`src/rtl/neuron_mac_seq.sv`:
```
// Neuron MAC sequencer: walks N_INPUTS input/weight pairs through one shared
// external multiplier, then adds bias, applies optional ReLU and quantizes.
module neuron_mac_seq #(
  parameter int unsigned N_INPUTS  = 16,
  parameter int unsigned ADDR_W    = 4,
  parameter int unsigned ACC_W     = 24,
  parameter int unsigned OUT_SHIFT = 7
) (
  input  logic              clk,
  input  logic              rst,
  input  logic              start,
  input  logic [15:0]       bias,
  input  logic              relu_en,
  output logic [ADDR_W-1:0] addr,
  input  logic [7:0]        x_in,
  input  logic [7:0]        w_in,
  output logic [7:0]        mult_a,
  output logic [7:0]        mult_b,
  input  logic [15:0]       mult_p,
  output logic              busy,
  output logic              done,
  output logic [ACC_W-1:0]  y_acc,
  output logic [7:0]        y_q
);

  localparam logic [ADDR_W-1:0]       LAST_ADDR = ADDR_W'(N_INPUTS - 1);
  localparam logic signed [ACC_W-1:0] Q_MAX     = ACC_W'(127);
  localparam logic signed [ACC_W-1:0] Q_MIN     = ACC_W'(-128);

  typedef enum logic [1:0] {
    S_IDLE,
    S_FETCH,
    S_DRAIN,
    S_OUT
  } state_t;

  state_t                   state_q;
  state_t                   state_d;
  logic                     rd_v;
  logic signed [ACC_W-1:0]  acc;
  logic signed [15:0]       bias_q;
  logic                     relu_q;
  logic signed [ACC_W-1:0]  prod_ext_c;
  logic signed [ACC_W-1:0]  sum_c;
  logic signed [ACC_W-1:0]  shift_c;
  logic [7:0]               yq_c;

  // RAM read data goes straight to the shared multiplier
  assign mult_a     = x_in;
  assign mult_b     = w_in;
  assign prod_ext_c = ACC_W'($signed(mult_p));

  always_ff @(posedge clk or posedge rst) begin
    if (rst) state_q <= S_IDLE;
    else     state_q <= state_d;
  end

  always_comb begin
    state_d = state_q;
    case (state_q)
      S_IDLE:  if (start) state_d = S_FETCH;
      S_FETCH: if (addr == LAST_ADDR) state_d = S_DRAIN;
      S_DRAIN: state_d = S_OUT;
      S_OUT:   state_d = S_IDLE;
      default: state_d = S_IDLE;
    endcase
  end

  // Bias, ReLU and arithmetic shift with saturation to a signed byte
  always_comb begin
    sum_c = acc + ACC_W'(bias_q);
    if (relu_q && sum_c[ACC_W-1]) sum_c = '0;
    shift_c = sum_c >>> OUT_SHIFT;
    if (shift_c > Q_MAX)      yq_c = 8'h7f;
    else if (shift_c < Q_MIN) yq_c = 8'h80;
    else                      yq_c = shift_c[7:0];
  end

  always_ff @(posedge clk or posedge rst) begin
    if (rst) begin
      addr   <= '0;
      rd_v   <= 1'b0;
      acc    <= '0;
      bias_q <= '0;
      relu_q <= 1'b0;
      busy   <= 1'b0;
      done   <= 1'b0;
      y_acc  <= '0;
      y_q    <= '0;
    end else begin
      done <= 1'b0;
      busy <= (state_d != S_IDLE);
      // rd_v marks the cycle the RAM data for a FETCH address is present
      rd_v <= (state_q == S_FETCH);
      if (rd_v) acc <= acc + prod_ext_c;
      case (state_q)
        S_IDLE: begin
          addr <= '0;
          if (start) begin
            acc    <= '0;
            bias_q <= $signed(bias);
            relu_q <= relu_en;
          end
        end
        S_FETCH: if (addr != LAST_ADDR) addr <= addr + ADDR_W'(1);
        S_OUT: begin
          y_acc <= sum_c;
          y_q   <= yq_c;
          done  <= 1'b1;
          addr  <= '0;
        end
        default: ;
      endcase
    end
  end

endmodule

```
`config.mk`:
```
export PLATFORM = sky130hd
export DESIGN_NAME = neuron_mac_seq
export DESIGN_NICKNAME = d
export VERILOG_FILES = /design/src/rtl/neuron_mac_seq.sv
export SDC_FILE = /design/constraint.sdc
export NUM_CORES = 1
export LEC_CHECK = 0
export BUFFER_PORTS_ARGS = -buffer_cell sky130_fd_sc_hd__buf_2
export CAP_MARGIN = 5
export CORE_ASPECT_RATIO = 0.8
export CORE_MARGIN = 5
export CORE_UTILIZATION = 54
export CTS_BUF_LIST = sky130_fd_sc_hd__clkbuf_2 sky130_fd_sc_hd__clkbuf_4 sky130_fd_sc_hd__clkbuf_8
export DETAILED_ROUTE_END_ITERATION = 6
export PLACE_DENSITY = 0.78
export SYNTH_ARGS = -nofsm -noshare
export SYNTH_HDL_FRONTEND = slang
export SYNTH_SLANG_ARGS = --single-unit
```
`constraint.sdc`:
```
create_clock -name clk -period 4 [get_ports clk]
set_input_delay 1 -clock clk [delete_from_list [all_inputs] [get_ports clk]]
set_output_delay 1 -clock clk [all_outputs]
set_load 0.01 [all_outputs]
```
After elaboration in Yosys (flattened, before gate mapping):

Index checks and enable logic that the tools add are counted.
W data, S select, Z words.

* bits in registers: 82
* input bits: 52
* output and inout bits: 54
* word-level logic and storage cells: 40

* add/sub/neg operators: 3
* magnitude comparators: 2
* eq/ne operators: 6
* mux-type cells: 12
* reduce and logical (&&, ||, !) cells: 7

Operators with widths (count)
* $mux W24: 4
* $add A24 B16 Y24: 2
* $gt A17 B8 Y1 const B: 1
* $lt A17 B8 Y1 const B: 1
* $mux W8: 2
* $pmux W2 S4: 1
* $pmux W4 S2: 1
* $add A4 B1 Y4 const B: 1
* $eq A2 B2 Y1 const B: 2
* $eq A4 B4 Y1 const B: 1
* $mux W2: 2
* $mux W4: 1
* $ne A4 B4 Y1 const B: 1
* $reduce_and A2 Y1: 2
* $reduce_bool A2 Y1: 2
* $eq A2 B1 Y1 const B: 1
* $logic_not A2 Y1: 1
* $ne A2 B1 Y1 const B: 1
* $reduce_or A2 Y1: 1
* $logic_and A1 B1 Y1: 1
* $mux W1: 1

Depth between registers and ports, before layout:

Gate-level depths: netlist of the first run.

* depth after elaboration: 6
* mapped depth: 13
* gate-level depth less buffers: 13

Least setup slack after synthesis of the first run:

OpenSTA, ideal clock, no wires.

* kind: input-to-reg
* from: input mult_p[0]
* to: register acc[22]
* setup time: 140 ps
* arrival: 3520 ps
* required time: 3860 ps
* setup slack: 340 ps
* stages on the path: 12
* buffers on the path: 0
* path through: ha_1 fa_1 a21oi_1 o21ai_0 a2111oi_0 o41ai_1 a221o_1 a21oi_1 o21a_1 o21ai_0 xnor2_1 a21oi_1

* word-level cells in the longest chain between the ends: 4

RTL lines
* start: declaration: RTL line 19 `input logic [15:0] mult_p,`
* $add A24 B16 Y24 *: RTL line 95 `if (rd_v) acc <= acc + prod_ext_c;`
* $mux W24 *: RTL line 95
* $mux W24: RTL line 99 `if (start) begin`
* $mux W24 *: RTL line 96 `case (state_q)`
* end signal: assignment: RTL line 95
* end: declaration: RTL line 40 `logic signed [ACC_W-1:0] acc;`

Mark *: on every way between the ends. The rest lies on a longest branch, timed or not.
A chain may end at the register's enable or synchronous reset.

Final worst setup path of the first run:

Ends and elaborated chain as after synthesis.

==> results of run 1 <==
-- area by class of cell --
cell class,count,area share (%)
clock inverter,7,2.547
inverter,21,1.244
tap,140,2.722
timing repair buffer,81,6.610
sequential,82,31.88
clock buffer,9,1.925
multi-input combinational,509,53.07
-- power groups by stage --
stage	Clock (mW)	Sequential, mW	Combinational (mW)
after global placement	0	1.31	3.25
after global routing	0.897	1.34	3.80
after floorplan	0	1.21	2.76
after CTS	0.866	1.30	3.38
final	0.852	1.30	3.40
after detailed placement	0	1.32	3.35
-- through the flow --
stage	utilization [%]	cell area, um^2
after floorplan	-	5769
after global routing	62.10	6436
after global placement	59.31	6147
final	62.10	6436
after CTS	62.09	6435
after detailed placement	59.31	6147
-- cell usage in the layout (no fill, tap or decap), drive strengths merged, types with 3 or more instances in the layout --
| master | Yosys | routed |
|---|---|---|
| a211oi | 4 | 4 |
| a21boi | 4 | 4 |
| a21o | 17 | 17 |
| a21oi | 52 | 52 |
| a22o | 3 | 3 |
| a31oi | 4 | 4 |
| and2 | 5 | 5 |
| and3 | 5 | 5 |
| buf | 20 | 81 |
| bufinv | 0 | 5 |
| clkbuf | 20 | 9 |
| dfrtp | 82 | 82 |
| ha | 52 | 52 |
| inv | 21 | 21 |
| mux2i | 20 | 20 |
| nand2 | 115 | 115 |
| nand2b | 4 | 4 |
| nand3 | 19 | 19 |
| nand4 | 3 | 3 |
| nor2 | 45 | 45 |
| nor2b | 5 | 5 |
| nor3 | 9 | 9 |
| o21a | 5 | 5 |
| o21ai | 33 | 33 |
| o21bai | 4 | 4 |
| o2bb2ai | 14 | 14 |
| o31ai | 6 | 6 |
| o32ai | 3 | 3 |
| or2 | 4 | 4 |
| xnor2 | 25 | 25 |
| xor2 | 13 | 13 |
-- critical path, cell delays in order --
cell and delay (ns):
buf_2 0.10, ha_1 0.21, fa_1 0.40, a21oi_1 0.18, o21ai_0 0.19, a2111oi_1 0.43, buf_4 0.19, o41ai_1 0.11
a221o_1 0.36, a21oi_1 0.22, o21a_1 0.17, o21ai_0 0.12, xnor2_1 0.15, a21oi_1 0.08
-- state kept, by name, indices dropped and copies added, names as in the netlist --
| signal | count |
|---|---|
| state_q | 2 |
| busy | 1 |
| addr | 4 |
| y_acc | 24 |
| relu_q | 1 |
| bias_q | 16 |
| acc | 24 |
| y_q | 8 |
| done | 1 |
| rd_v | 1 |
-- logic make-up after synthesis --
logic type	after synthesis
AOI/OAI and AO/OA	171
adders and majority gates	54
and+or+nand+nor	224
buffers and inverters	61
DFF	82
xor gates and xnor gates	38
muxes	22
-- final timing paths --
kind                                        from                     to  slack, ns
max                                    mult_p[0]      acc[22]$_DFF_PP0_       0.30
min                        bias_q[9]$_DFFE_PP0P_  bias_q[9]$_DFFE_PP0P_       0.48
max reg2reg                     acc[7]$_DFF_PP0_     y_q[5]$_DFFE_PP0P_       0.35
min reg2reg                bias_q[9]$_DFFE_PP0P_  bias_q[9]$_DFFE_PP0P_       0.48
max in group asynchronous                    rst      acc[16]$_DFF_PP0_       2.30
min in group asynchronous                    rst   state_q[0]$_DFF_PP0_       0.74
-- what timing repair did --
item                                    in CTS  in global routing
endpoints found under the setup margin       0                  1
resized for setup                            0                  1
hold buffers                                 0                  0
endpoints found under the hold margin        0                  0
-- layer usage --
layer | track usage, % | vias up | part of all wire, %
met5 | 0 | - | 0
met4 | 6.167 | 0 | 1.5
met3 | 4.441 | 19 | 3.8
met2 | 36.48 | 102 | 50
met1 | 26.35 | 2262 | 45
li1 | - | 2405 | -
==> out/qor.csv, run 1 <==
metric,value,unit
Max Cap Viol,0,
Area contributors post-synth,"dfrtp_1 36%, ha_1 11%, nand2_1 7.5%",
grt total ovfl,0,
Post-DP HPWL,10030,um
Worst Skew,0.01168,ns
crit path time final,3.697,ns
"EDFF count, synth",0,
simple-gate portion of the synthesized area,17.09,%
# diodes,0,
mux cell area share after synthesis,3.860,%
via count,4788,
multi-input logic area,3416,um^2
Crit Path Max Fanout,3,
Sink Count,82,
synthesized area,5769,um^2
Mapped Cells,652,
CORE AREA,10360,um^2
area delta synth->final,11.56,%
register area,2052,um^2
Compound-Gate Fraction of Synth Area,20.49,%
final worst setup slack,0.3032,ns
final setup fails,0,
syn_nets,758,
status,completed,
CTS tree,yes,
DR WL/cell,15.43,um
fin nets,810,
Syn. warnings,0,
Fin Hold WS,0.4848,ns
CP Capture Type,flip-flop,
number of global-route vias before repair,4774,
Post-synth ARST share,100.0,%
Leak,3.290,nW
largest net degree at the start of global routing,47,
WS Path Type,in -> reg,
#FFs+latches synth,82,
main combinational cell family by area after synthesis,compound AO/OA/AOI/OAI gates,
fmax,270.5,MHz
placed insts,833,
post-synth cell types,67,
"area leader, netlist",dfrtp_1,
Clock power frac,15.3,%
Pwr Density,862.9,nW/um^2
initial antenna violation count,0,
GP Congestion,0.8556,
Post-CTS Setup Repair Bufs,0,
clk slew on worst S/H paths,0.09,ns
drt pass-1 iters,5,
Chip Width,125.6,um
Die ar.,12860,um^2
P_int,2.999,mW
Post-Synth Adder-Cell Area,11.97,%
Flop pwr share,23.4,%
WL final,13100,um
Setup TNS Final,0,ns
WP data required,4.22,ns
Commonest cells post-synth,"115 x nand2_1, 82 x dfrtp_1, 52 x ha_1, 51 x a21oi_1, 45 x nor2_1",
Fill cells,891,
DRT iter0 DRCs,307,
switching part of the total,46.00,%
RSZ-0062 raised after global routing,false,
sw power,2.555,mW
Clock Path Buffers,2,
layout cells sized above 1,16.78,%
DRC errors left,0,
Tot Pwr,5.554,mW
Num CTS Buffers,9,
row count,33,
worst hold stages,2,
syn_area_per_cell,8.849,um^2
Worst Max-Slew Pin Slew,0.9318,ns
"non-filler cells, final",849,
port buffer count,73,
prevailing post-synth register cell,dfrtp_1,
first-pass GRT wire length,22130,um
Placement Setup Slack,-0.1178,ns
Reg2Reg Depth,11,
Fin. Hold Viols,0,
Worst EP arrival,3.91,ns
Max IR drop VDD,0.4311,mV
Clock Latency Late Sink,0.37,ns
Die Ht,102.5,um
CTS root buf,clkbuf_8,
top-count cell post-synth,nand2_1,
Starting Density,55.67,%
Comb power frac,61.2,%
Slew Limit Fails,0,
Synth Area in XOR/XNOR,5.769,%
Final Cycle Share,92.42,%
post-route ant nets,0,
I/O pin total,106,
Worst setup SP type,input pin,
register area share after synthesis,35.57,%
H-tree levels,3,
Vias/cell,5.640,
Slew HR,37.88,%
top cell type's share of synthesized area,35.57,%
worst min path class,reg -> reg,
GRT Util Overall,20.85,%
Note: power is estimated with default switching activity, not from simulation.
==> run 2, diff against run 1 <==
CORE_ASPECT_RATIO = 0.9   (was 0.8)
REMOVE_ABC_BUFFERS = 1   (was not set)
==> run 2 against run 1 <==
  * Global-route usage grew 1.5 points
  * Design area shrank 1.1%
  * Combinational power grew 1%
  * Total power shrank 3.1%
  * Critical path type unchanged
  * Critical endpoint unchanged
  * Highest routed layer unchanged
==> out/qor.csv, run 2 (synthesis results as in run 1) <==
metric,value,unit
CP most frequent cell,a21oi_2,
"Non-Filler Cell Area, Final",6362,um^2
Slew HR,38.59,%
clk slew on worst S/H paths,0.09,ns
Reg2Reg Depth,11,
register-to-register path setup slack,0.34,ns
WL final,13850,um
layout cells sized above 1,17.09,%
Setup TNS Final,0,ns
Pwr Density,846.1,nW/um^2
"non-filler cells, final",837,
DRC errors left,0,
Comb power frac,64.0,%
Max IR drop VDD,0.4495,mV
Clock Path Buffers,2,
grt total ovfl,0,
critical-path cell list,buf_2 > ha_1 > fa_1 > a21oi_2 > o21ai_1 > a2111oi_2 > buf_4 > o41ai_1 > a221o_1 > a21oi_2 > o21a_1 > o21ai_0 > xnor2_1 > a21oi_1,
via count,4888,
largest net degree at the start of global routing,49,
Final Cycle Share,92.71,%
first-pass GRT wire length,23460,um
P_int,2.812,mW
Die Ht,108.1,um
Worst setup SP type,input pin,
final setup fails,0,
drt pass-1 iters,4,
Clock Latency Late Sink,0.36,ns
DP Area,6126,um^2
placed insts,821,
CTS tree,yes,
"slowest stage delay, CP",0.45,ns
final worst setup slack,0.2914,ns
# diodes,0,
worst r2r dst,y_q[0]$_DFFE_PP0P_,
Clock power frac,12.6,%
RSZ-0062 raised after global routing,false,
Fin. Hold Viols,0,
Die ar.,12850,um^2
Leak,3.255,nW
Starting Density,55.82,%
WP data required,4.22,ns
Chip Width,119.0,um
slowest cell on the critical path,a2111oi_2,
Post-CTS Setup Repair Bufs,0,
port buffer count,73,
post-route ant nets,0,
R2R Path Start,acc[7]$_DFF_PP0_,
Hold Buf Count CTS,0,
GP Congestion,0.8899,
crit path time final,3.709,ns
DRT iter0 DRCs,250,
worst min path class,reg -> reg,
Sink Count,82,
Crit Path Max Fanout,3,
Worst EP arrival,3.93,ns
status,completed,
worst hold stages,2,
H-tree levels,3,
Layout Utilization,61.56,%
GRT Util Overall,22.39,%
biggest regs,"acc: 24 flops, y_acc: 24 flops, bias_q: 16 flops",
Max Cap Viol,0,
Flop pwr share,23.4,%
CTS root buf,clkbuf_8,
Placement Setup Slack,-0.4094,ns
most frequent cells in the layout,"115 x nand2_1, 82 x dfrtp_1, 73 x buf_2",
row count,35,
area delta synth->final,10.28,%
DR WL/cell,16.55,um
CORE AREA,10330,um^2
Fin Hold WS,0.4821,ns
Tot Pwr,5.383,mW
sw power,2.571,mW
WS Path Type,in -> reg,
fin nets,809,
initial antenna violation count,0,
"most common cell after layout, fill and taps aside",nand2_1,
Worst Skew,0.008414,ns
Hold Startpoint,bias_q[6]$_DFFE_PP0P_,
CP Capture Type,flip-flop,
Hold Crit Endpoint,bias_q[6]$_DFFE_PP0P_,
Worst Max-Slew Pin Slew,0.9189,ns
switching part of the total,47.76,%
Slew Limit Fails,0,
fmax,269.6,MHz
number of global-route vias before repair,4905,
Vias/cell,5.840,
Num CTS Buffers,9,
I/O pin total,106,
Post-DP HPWL,10390,um
[run 2: cell types whose count changed in the layout (fill, tap and decap cells not counted), sizes merged]
cell and change:
buf -1, clkinvlp +1, bufinv -3, inv +2
[run 2: area by class of cell]
| cell class | count | area (um^2) |
|---|---|---|
| clock buffers | 9 | 123.9 |
| clock inverters | 7 | 98.84 |
| inverters | 21 | 80.08 |
| well taps | 129 | 161.4 |
| repair buffers | 80 | 417.9 |
| multi-input cells | 509 | 3428 |
| fillers | 916 | 3973 |
| flip-flops and latches | 82 | 2052 |
[run 2: worst max-delay path by stage]
| stage | start | endpoint | slack, ns | depth (start not counted) |
|---|---|---|---|---|
| after floorplan | mult_p[0] | acc[22]$_DFF_PP0_ | 0.31 | 12 |
| after CTS | mult_p[0] | acc[22]$_DFF_PP0_ | 0.06 | 14 |
| after global routing | mult_p[0] | acc[22]$_DFF_PP0_ | 0.05 | 14 |
| final | mult_p[0] | acc[22]$_DFF_PP0_ | 0.29 | 14 |
| after global placement | mult_p[0] | acc[22]$_DFF_PP0_ | -0.24 | 14 |
| after detailed placement | mult_p[0] | acc[22]$_DFF_PP0_ | -0.41 | 14 |
[run 2: repair_timing]
action	CTS	global route
setup endpoints to repair	1	3
resized for setup	1	4
pin swaps	0	1
[run 2: power by group through the flow]
stage	Combinational, mW	Sequential, mW	Clock [mW]
after floorplan	2.65	1.26	0
after global placement	3.27	1.26	0
after detailed placement	3.39	1.28	0
after CTS	3.42	1.26	0.693
after global routing	3.86	1.29	0.731
final	3.44	1.26	0.680
[run 2: layer usage]
metal	GRT usage, %	up-vias	part of all wire (%)
met1	27.04	2354	43
met2	39.80	119	50
met4	6.948	0	2.2
li1	-	2391	-
met3	5.387	24	4.6
met5	0	-	0
[run 2: critical path: cells and delay by family]
family,cells,cell delay [ns]
AOI/OAI and AO/OA,9,1.87
xor gates and xnor gates,1,0.15
adders and majority gates,2,0.64
buffers and inverters,2,0.28
